<file path="src/rtl/tl45_alu.sv">
// rtl/tl45_alu.sv - tl45 execute stage: ALU, flags, jump resolution, forwarding, output buffer
// Define TL45_ALU_MUL_EN to build the shift-add multiplier; otherwise MUL is a decode error.
module tl45_alu (
   input  logic        i_clk,
   input  logic        i_reset,
   input  logic        i_pipe_stall,
   input  logic        i_pipe_flush,
   output logic        o_pipe_stall,
   output logic        o_pipe_flush,
   input  logic [4:0]  i_opcode,
   input  logic [3:0]  i_dr,
   input  logic [3:0]  i_jmp_cond,
   input  logic [31:0] i_sr1_val,
   input  logic [31:0] i_sr2_val,
   input  logic [31:0] i_target_address_offset,
   input  logic [31:0] i_pc,
   input  logic        i_decode_err,
   output logic [3:0]  o_of1_reg,
   output logic [31:0] o_of1_data,
   output logic [3:0]  o_of2_reg,
   output logic [31:0] o_of2_data,
   output logic [31:0] o_branch_pc,
   output logic [4:0]  o_opcode,
   output logic [3:0]  o_dr,
   output logic [31:0] o_value,
   output logic [31:0] o_pc,
   output logic        o_decode_err
);

   localparam logic [4:0] OP_NOP = 5'h00;
   localparam logic [4:0] OP_ADD = 5'h01;
   localparam logic [4:0] OP_SUB = 5'h02;
   localparam logic [4:0] OP_MUL = 5'h03;
   localparam logic [4:0] OP_OR  = 5'h04;
   localparam logic [4:0] OP_XOR = 5'h05;
   localparam logic [4:0] OP_AND = 5'h06;
   localparam logic [4:0] OP_SHL = 5'h07;
   localparam logic [4:0] OP_SHR = 5'h08;
   localparam logic [4:0] OP_JMP = 5'h0C;

   logic [3:0]  flags;   // {Z,N,C,V}
   logic        taken_q;
   logic [31:0] branch_pc_q;
   logic        flush;
   logic        is_mul;
   logic        is_jmp;

   assign flush  = i_pipe_flush | taken_q;
   assign is_mul = (i_opcode == OP_MUL);
   assign is_jmp = (i_opcode == OP_JMP);

   logic [32:0] sum;
   logic [32:0] diff;
   logic [31:0] alu_res;
   logic        alu_c;
   logic        alu_v;
   logic        alu_writes;

   always_comb begin
      sum        = {1'b0, i_sr1_val} + {1'b0, i_sr2_val};
      diff       = {1'b0, i_sr1_val} - {1'b0, i_sr2_val};
      alu_res    = '0;
      alu_c      = 1'b0;
      alu_v      = 1'b0;
      alu_writes = 1'b1;
      case (i_opcode)
         OP_ADD: begin
            alu_res = sum[31:0];
            alu_c   = sum[32];
            alu_v   = (i_sr1_val[31] == i_sr2_val[31]) && (alu_res[31] != i_sr1_val[31]);
         end
         OP_SUB: begin
            // diff[32] is the borrow; C means no borrow (sr1 >= sr2 unsigned)
            alu_res = diff[31:0];
            alu_c   = ~diff[32];
            alu_v   = (i_sr1_val[31] != i_sr2_val[31]) && (alu_res[31] != i_sr1_val[31]);
         end
         OP_OR:   alu_res = i_sr1_val | i_sr2_val;
         OP_XOR:  alu_res = i_sr1_val ^ i_sr2_val;
         OP_AND:  alu_res = i_sr1_val & i_sr2_val;
         OP_SHL:  alu_res = i_sr1_val << i_sr2_val[4:0];
         OP_SHR:  alu_res = i_sr1_val >> i_sr2_val[4:0];
         default: alu_writes = 1'b0;
      endcase
   end

   logic fz, fn, fc, fv;
   logic cond_true;
   logic [31:0] target;

   assign {fz, fn, fc, fv} = flags;
   assign target = i_pc + i_target_address_offset;

   always_comb begin
      cond_true = 1'b0;
      case (i_jmp_cond)
         4'h0:    cond_true = 1'b1;
         4'h1:    cond_true = fz;
         4'h2:    cond_true = ~fz;
         4'h3:    cond_true = fc;
         4'h4:    cond_true = ~fc;
         4'h5:    cond_true = fn;
         4'h6:    cond_true = ~fn;
         4'h7:    cond_true = fv;
         4'h8:    cond_true = ~fv;
         4'h9:    cond_true = (fn != fv);
         4'hA:    cond_true = (fn == fv);
         4'hB:    cond_true = ~fz && (fn == fv);
         4'hC:    cond_true = fz || (fn != fv);
         default: cond_true = 1'b0;
      endcase
   end

   logic        mul_stall;
   logic        mul_done;
   logic        mul_err;
   logic [31:0] mul_result;

`ifdef TL45_ALU_MUL_EN
   typedef enum logic [1:0] {M_IDLE, M_BUSY, M_DONE} mul_state_t;
   mul_state_t  mstate, mstate_nx;
   logic [4:0]  cnt;
   logic [31:0] mcand, mplier, prod;

   assign mul_err    = 1'b0;
   assign mul_result = prod;

   always_comb begin
      mstate_nx = mstate;
      mul_stall = 1'b0;
      mul_done  = 1'b0;
      case (mstate)
         M_IDLE: begin
            if (is_mul && !i_decode_err && !flush) begin
               mul_stall = 1'b1;
               if (!i_pipe_stall) mstate_nx = M_BUSY;
            end
         end
         M_BUSY: begin
            mul_stall = 1'b1;
            if (!i_pipe_stall && cnt == 5'd31) mstate_nx = M_DONE;
         end
         M_DONE: begin
            mul_done = 1'b1;
            if (!i_pipe_stall) mstate_nx = M_IDLE;
         end
         default: mstate_nx = M_IDLE;
      endcase
      if (flush || i_decode_err) mstate_nx = M_IDLE;
   end

   always_ff @(posedge i_clk) begin
      if (i_reset) begin
         mstate <= M_IDLE;
         cnt    <= '0;
         mcand  <= '0;
         mplier <= '0;
         prod   <= '0;
      end else begin
         mstate <= mstate_nx;
         if (!flush && !i_decode_err && !i_pipe_stall) begin
            if (mstate == M_IDLE && mstate_nx == M_BUSY) begin
               mcand  <= i_sr1_val;
               mplier <= i_sr2_val;
               prod   <= '0;
               cnt    <= '0;
            end else if (mstate == M_BUSY) begin
               // one multiplier bit per cycle; only the low 32 product bits are kept
               if (mplier[0]) prod <= prod + mcand;
               mcand  <= mcand << 1;
               mplier <= mplier >> 1;
               cnt    <= cnt + 5'd1;
            end
         end
      end
   end
`else
   assign mul_stall  = 1'b0;
   assign mul_done   = 1'b0;
   assign mul_err    = is_mul;
   assign mul_result = '0;
`endif

   logic        dec_err;
   logic        accept;
   logic        wr_now;
   logic [31:0] wr_value;

   assign dec_err  = i_decode_err | mul_err;
   assign accept   = !flush && !dec_err && !i_pipe_stall;
   assign wr_now   = alu_writes || (is_mul && mul_done);
   assign wr_value = is_mul ? mul_result : alu_res;

   assign o_of1_reg    = (accept && wr_now) ? i_dr : 4'd0;
   assign o_of1_data   = wr_value;
   assign o_of2_reg    = o_dr;
   assign o_of2_data   = o_value;
   assign o_branch_pc  = branch_pc_q;
   assign o_pipe_stall = i_pipe_stall | mul_stall;
   assign o_pipe_flush = flush;

   always_ff @(posedge i_clk) begin
      if (i_reset) begin
         o_opcode     <= OP_NOP;
         o_dr         <= '0;
         o_value      <= '0;
         o_pc         <= '0;
         o_decode_err <= 1'b0;
         flags        <= '0;
         taken_q      <= 1'b0;
         branch_pc_q  <= '0;
      end else if (flush) begin
         o_opcode     <= OP_NOP;
         o_dr         <= '0;
         o_value      <= '0;
         o_pc         <= '0;
         o_decode_err <= 1'b0;
         taken_q      <= 1'b0;
      end else if (dec_err) begin
         o_opcode     <= OP_NOP;
         o_dr         <= '0;
         o_value      <= '0;
         o_pc         <= '0;
         o_decode_err <= 1'b1;
      end else if (!i_pipe_stall) begin
         o_decode_err <= 1'b0;
         o_pc         <= i_pc;
         if (is_jmp) begin
            o_opcode <= OP_JMP;
            o_dr     <= '0;
            o_value  <= '0;
            if (cond_true) begin
               taken_q     <= 1'b1;
               branch_pc_q <= target;
            end
         end else if (wr_now) begin
            o_opcode <= i_opcode;
            o_dr     <= i_dr;
            o_value  <= wr_value;
            flags    <= {(wr_value == 32'd0), wr_value[31], alu_c, alu_v};
         end else begin
            // NOP, unknown opcode, or a bubble while the multiplier works
            o_opcode <= OP_NOP;
            o_dr     <= '0;
            o_value  <= '0;
         end
      end
   end

endmodule

</file>
<file path="config.mk">
export PLATFORM = sky130hd
export DESIGN_NAME = tl45_alu
export DESIGN_NICKNAME = d
export VERILOG_FILES = /design/src/rtl/tl45_alu.sv
export SDC_FILE = /design/constraint.sdc
export NUM_CORES = 1
export LEC_CHECK = 0
export BUFFER_PORTS_ARGS = -buffer_cell sky130_fd_sc_hd__buf_2
export CAP_MARGIN = 20
export CORE_ASPECT_RATIO = 0.5
export CORE_UTILIZATION = 51
export DETAILED_ROUTE_END_ITERATION = 8
export PLACE_DENSITY_LB_ADDON = 0.25
export SKIP_LAST_GASP = 1
export SYNTH_ARGS = -nofsm -noshare
export SYNTH_HDL_FRONTEND = slang
export SYNTH_SLANG_ARGS = --single-unit
</file>
<file path="constraint.sdc">
create_clock -name i_clk -period 4.8 [get_ports i_clk]
set_clock_uncertainty 0.2 [all_clocks]
set_input_delay 0.48 -clock i_clk [delete_from_list [all_inputs] [get_ports i_clk]]
set_output_delay 0.48 -clock i_clk [all_outputs]
set_load 0.05 [all_outputs]
</file>
==> out/metrics.yaml <==
outcome:
  outcome: "complete, no violations"
setup_path:
  endpoint_kind: "primary output"
  cp_max_fo: 16
  max_stage_delay_ns: 0.44
  slowest_stage: "o41ai_1"
  setup.worst_path.class: "input pin to primary output"
  start_kind: "input pin"
  worstSetupStartpoint: "i_sr2_val[2]"
  cp.arrival_ns: 4.09
  timing.rr.end: "flags[3]"
  cp_cell_sequence: "buf_2 -> buf_4 -> ha_1 -> a211oi_1 -> o211ai_1 -> a31oi_1 -> and2_1 -> o31a_1 -> o21ai_0 -> a31oi_1 -> o41ai_1 -> o32ai_1 -> inv_1 -> buf_2"
  required_ns: 4.12
  reg2reg_from: "taken_q"
  endpoint: "o_of1_data[31]"
  rrSetupSlack_ns: 0.94
  r2r_cells: 11
yosys:
  synth.net_count: 2213
  ys_warn_count: 0
  synth_edf_count: 0
  async_reset_ff_frac: 0
  synth_seq_cells: 111
  ys_seq_area_frac: 0.153
  syn_area_sq_mm: 0.0145
  synth-main-ff-cell: "dfxtp_1"
  yosysUniqueCellTypes: 88
  post_synth.cell_area_avg_sq_um: 7.53
  synthCells: 1927
drt:
  routed_wl_um: 66700
  first_iter_violations: 1962
  dr.pass1.iters: 7
  ant_nets: 0
  routedWlPerCell_um: 25.2
  drc: 0
  via_per_inst: 6.59
  route.vias.total: 17400
die:
  die_x_um: 241
  ios: 326
  num_rows: 43
  die_area_sq_mm: 0.0292
  core_sq_mm: 0.0278
  fp.dieH_um: 121
  start_util: 0.522
global_routing:
  grt_max_degree: 78
  antenna_found_initial: 4
  grt_pass1_vias: 15500
  grt_pass1_wl_um: 96900
  grt_use_total: 0.444
  overflow: 0
place:
  pre_cts_ws_ns: 0.122
  gp_congestion: 1.17
  dp_hpwl_um: 54200
  place.port_buffers: 325
  place_area_sq_mm: 0.0170
clocking:
  hold_buffers: 0
  path_clk_slew_ns: 0.07
  clock_latency_ns: 0.36
  cts.sinks: 111
  cts_tree: "done"
  max-clock-path-buffers: 2
  cts_buffers: 9
  cts_max_level: 3
  cts_resized: 0
  clockRootBuffer: "clkbuf_16"
  cts_setup_buffers: 0
sta:
  fmax_ghz: 0.209
  setup_tns_ns: 0
  hold_viol_final: 0
  layout_min_cycle_time_ns: 4.77
  final.setup.worst_slack_ns: 0.0260
  fin_crit_sh: 0.995
  tightest_slew_ns: 1.02
  relSlewSlack: 0.317
  slew_violations: 0
  rsz0062_at_grt: "no"
  setup_violations: 0
hold_path:
  min-delay-path-class: "input pin to flip-flop"
power:
  ir_worst_vdd_v: 0.000212
  p_total_mw: 3.45
  cellPowerDensity_mw_per_mm2: 200
  leakage_nw: 8.24
final_layout:
  nets: 2541
  utilization: 0.621
  drive_gt1_frac: 0.253
  syn_to_final_growth_pct: 19.0
  design_area_sq_mm: 0.0173
job:
  max_cap_viol_count: 0
## synthesized netlist by cell type, types with 9 or more instances
master	n	area share
mux2_2	19	0.015
nand3_1	31	0.011
xnor2_1	20	0.012
or2_2	9	0.0039
buf_4	42	0.022
nor4_1	19	0.0082
or3_1	15	0.0065
o21ai_0	84	0.029
a221oi_1	22	0.013
dfxtp_1	111	0.15
nand2b_1	12	0.0052
a31oi_1	18	0.0078
a211oi_1	39	0.020
ha_1	137	0.12
a21oi_1	135	0.047
o31a_1	11	0.0066
and3_1	13	0.0056
o211ai_1	37	0.019
nand4_1	9	0.0039
nor2_1	252	0.065
mux2i_1	115	0.079
nor3_1	38	0.013
a21o_1	19	0.0098
and2_1	19	0.0082
mux4_2	24	0.037
a22oi_1	49	0.025
clkbuf_1	88	0.023
o22ai_1	21	0.0091
o21bai_1	11	0.0057
buf_2	21	0.0072
a2111oi_0	9	0.0054
xor2_1	14	0.0085
nand2_1	127	0.033
inv_1	106	0.027
o21a_1	16	0.0083
o221ai_1	16	0.0097
o31ai_1	14	0.0072
nor2b_1	20	0.0086
## cells in the final DEF (no fill, tap or decap), types with 19 or more instances in the layout
cell	netlist	routed
a21oi_1	135	134
inv_1	106	106
buf_4	42	154
ha_1	137	137
mux2_2	19	19
nor2_1	252	252
nand3_1	31	31
o22ai_1	21	21
nor3_1	38	38
nand2_1	127	127
o211ai_1	37	37
mux4_2	24	24
nor2b_1	20	20
a221oi_1	22	22
and2_1	19	19
a22oi_1	49	49
dfxtp_1	111	111
a211oi_1	39	38
buf_2	21	323
o21ai_0	84	81
a21o_1	19	19
mux2i_1	115	115
xnor2_1	20	20
## worst min-delay path by stage
stage,start,to,cells after the start
5_1_grt,i_pc[29],o_pc[29],3
3_3_place_gp,o_opcode[4],o_opcode[4],2
2_1_floorplan,flags[0],flags[0],2
6_report,i_pc[9],o_pc[9],3
3_5_place_dp,o_opcode[4],o_opcode[4],2
4_1_cts,i_pc[9],o_pc[9],3
## sequential cells by signal (all words and copies together), names as in the netlist
| name | count |
|---|---|
| taken_q | 1 |
| o_decode_err | 1 |
| o_opcode | 5 |
| o_dr | 4 |
| o_pc | 32 |
| o_of2_data | 32 |
| flags | 4 |
| o_branch_pc | 32 |
## cell type report
cell class                      count  area (sq um)
Sequential cell                   111          2220
Clock buffer                       12           246
Antenna cell                        2          5.00
Multi-Input combinational cell   1545         11100
Inverter                          109           409
Fill cell                        2706         10600
Timing Repair Buffer              479          2810
Tap cell                          382           478
Clock inverter                      4          28.8
## stage by stage
stage | instances | hold WS [ns]
3_3_place_gp | 2626 | 0.225
5_1_grt | 2642 | 0.175
3_5_place_dp | 2626 | 0.241
6_report | 2644 | 0.164
2_1_floorplan | 1927 | 0.271
4_1_cts | 2642 | 0.158
## power by group
group | switching (mW) | total, mW | internal [mW]
combinational | 1.16 | 1.79 | 0.625
sequential | 0.00668 | 0.937 | 0.930
clock | 0.355 | 0.723 | 0.368
## kinds of logic (layout without fill, tap and decap cells)
| logic type | after synthesis | count (layout) | synth area share |
|---|---|---|---|
| AOI/OAI and AO/OA | 606 | 606 | 0.289 |
| DFF | 111 | 111 | 0.153 |
| other | 0 | 2 | 0 |
| buffers and inverters | 271 | 604 | 0.0861 |
| xor gates and xnor gates | 34 | 34 | 0.0205 |
| adders and majority gates | 140 | 140 | 0.122 |
| and+or+nand+nor | 606 | 606 | 0.196 |
| muxes | 159 | 159 | 0.133 |
## worst max-delay path: cells and delay by family
kind,cells,cell delay [ns]
adder cells (fa/ha/maj),1,0.36
buffers and inverters,4,0.72
AO/OA/AOI/OAI,8,2.28
AND/OR/NAND/NOR,1,0.26
## routing by layer
| layer | global-route usage | vias up | share of wire | routed length [um] |
|---|---|---|---|---|
| li1 | - | 7788 | - | - |
| met1 | 0.609 | 8375 | 0.42 | 28200 |
| met2 | 0.637 | 1099 | 0.41 | 27100 |
| met3 | 0.169 | 150 | 0.14 | 9480 |
| met4 | 0.129 | 2 | 0.028 | 1900 |
| met5 | 0 | - | 0.00025 | 17 |
Note: power is estimated with default switching activity, not from simulation.
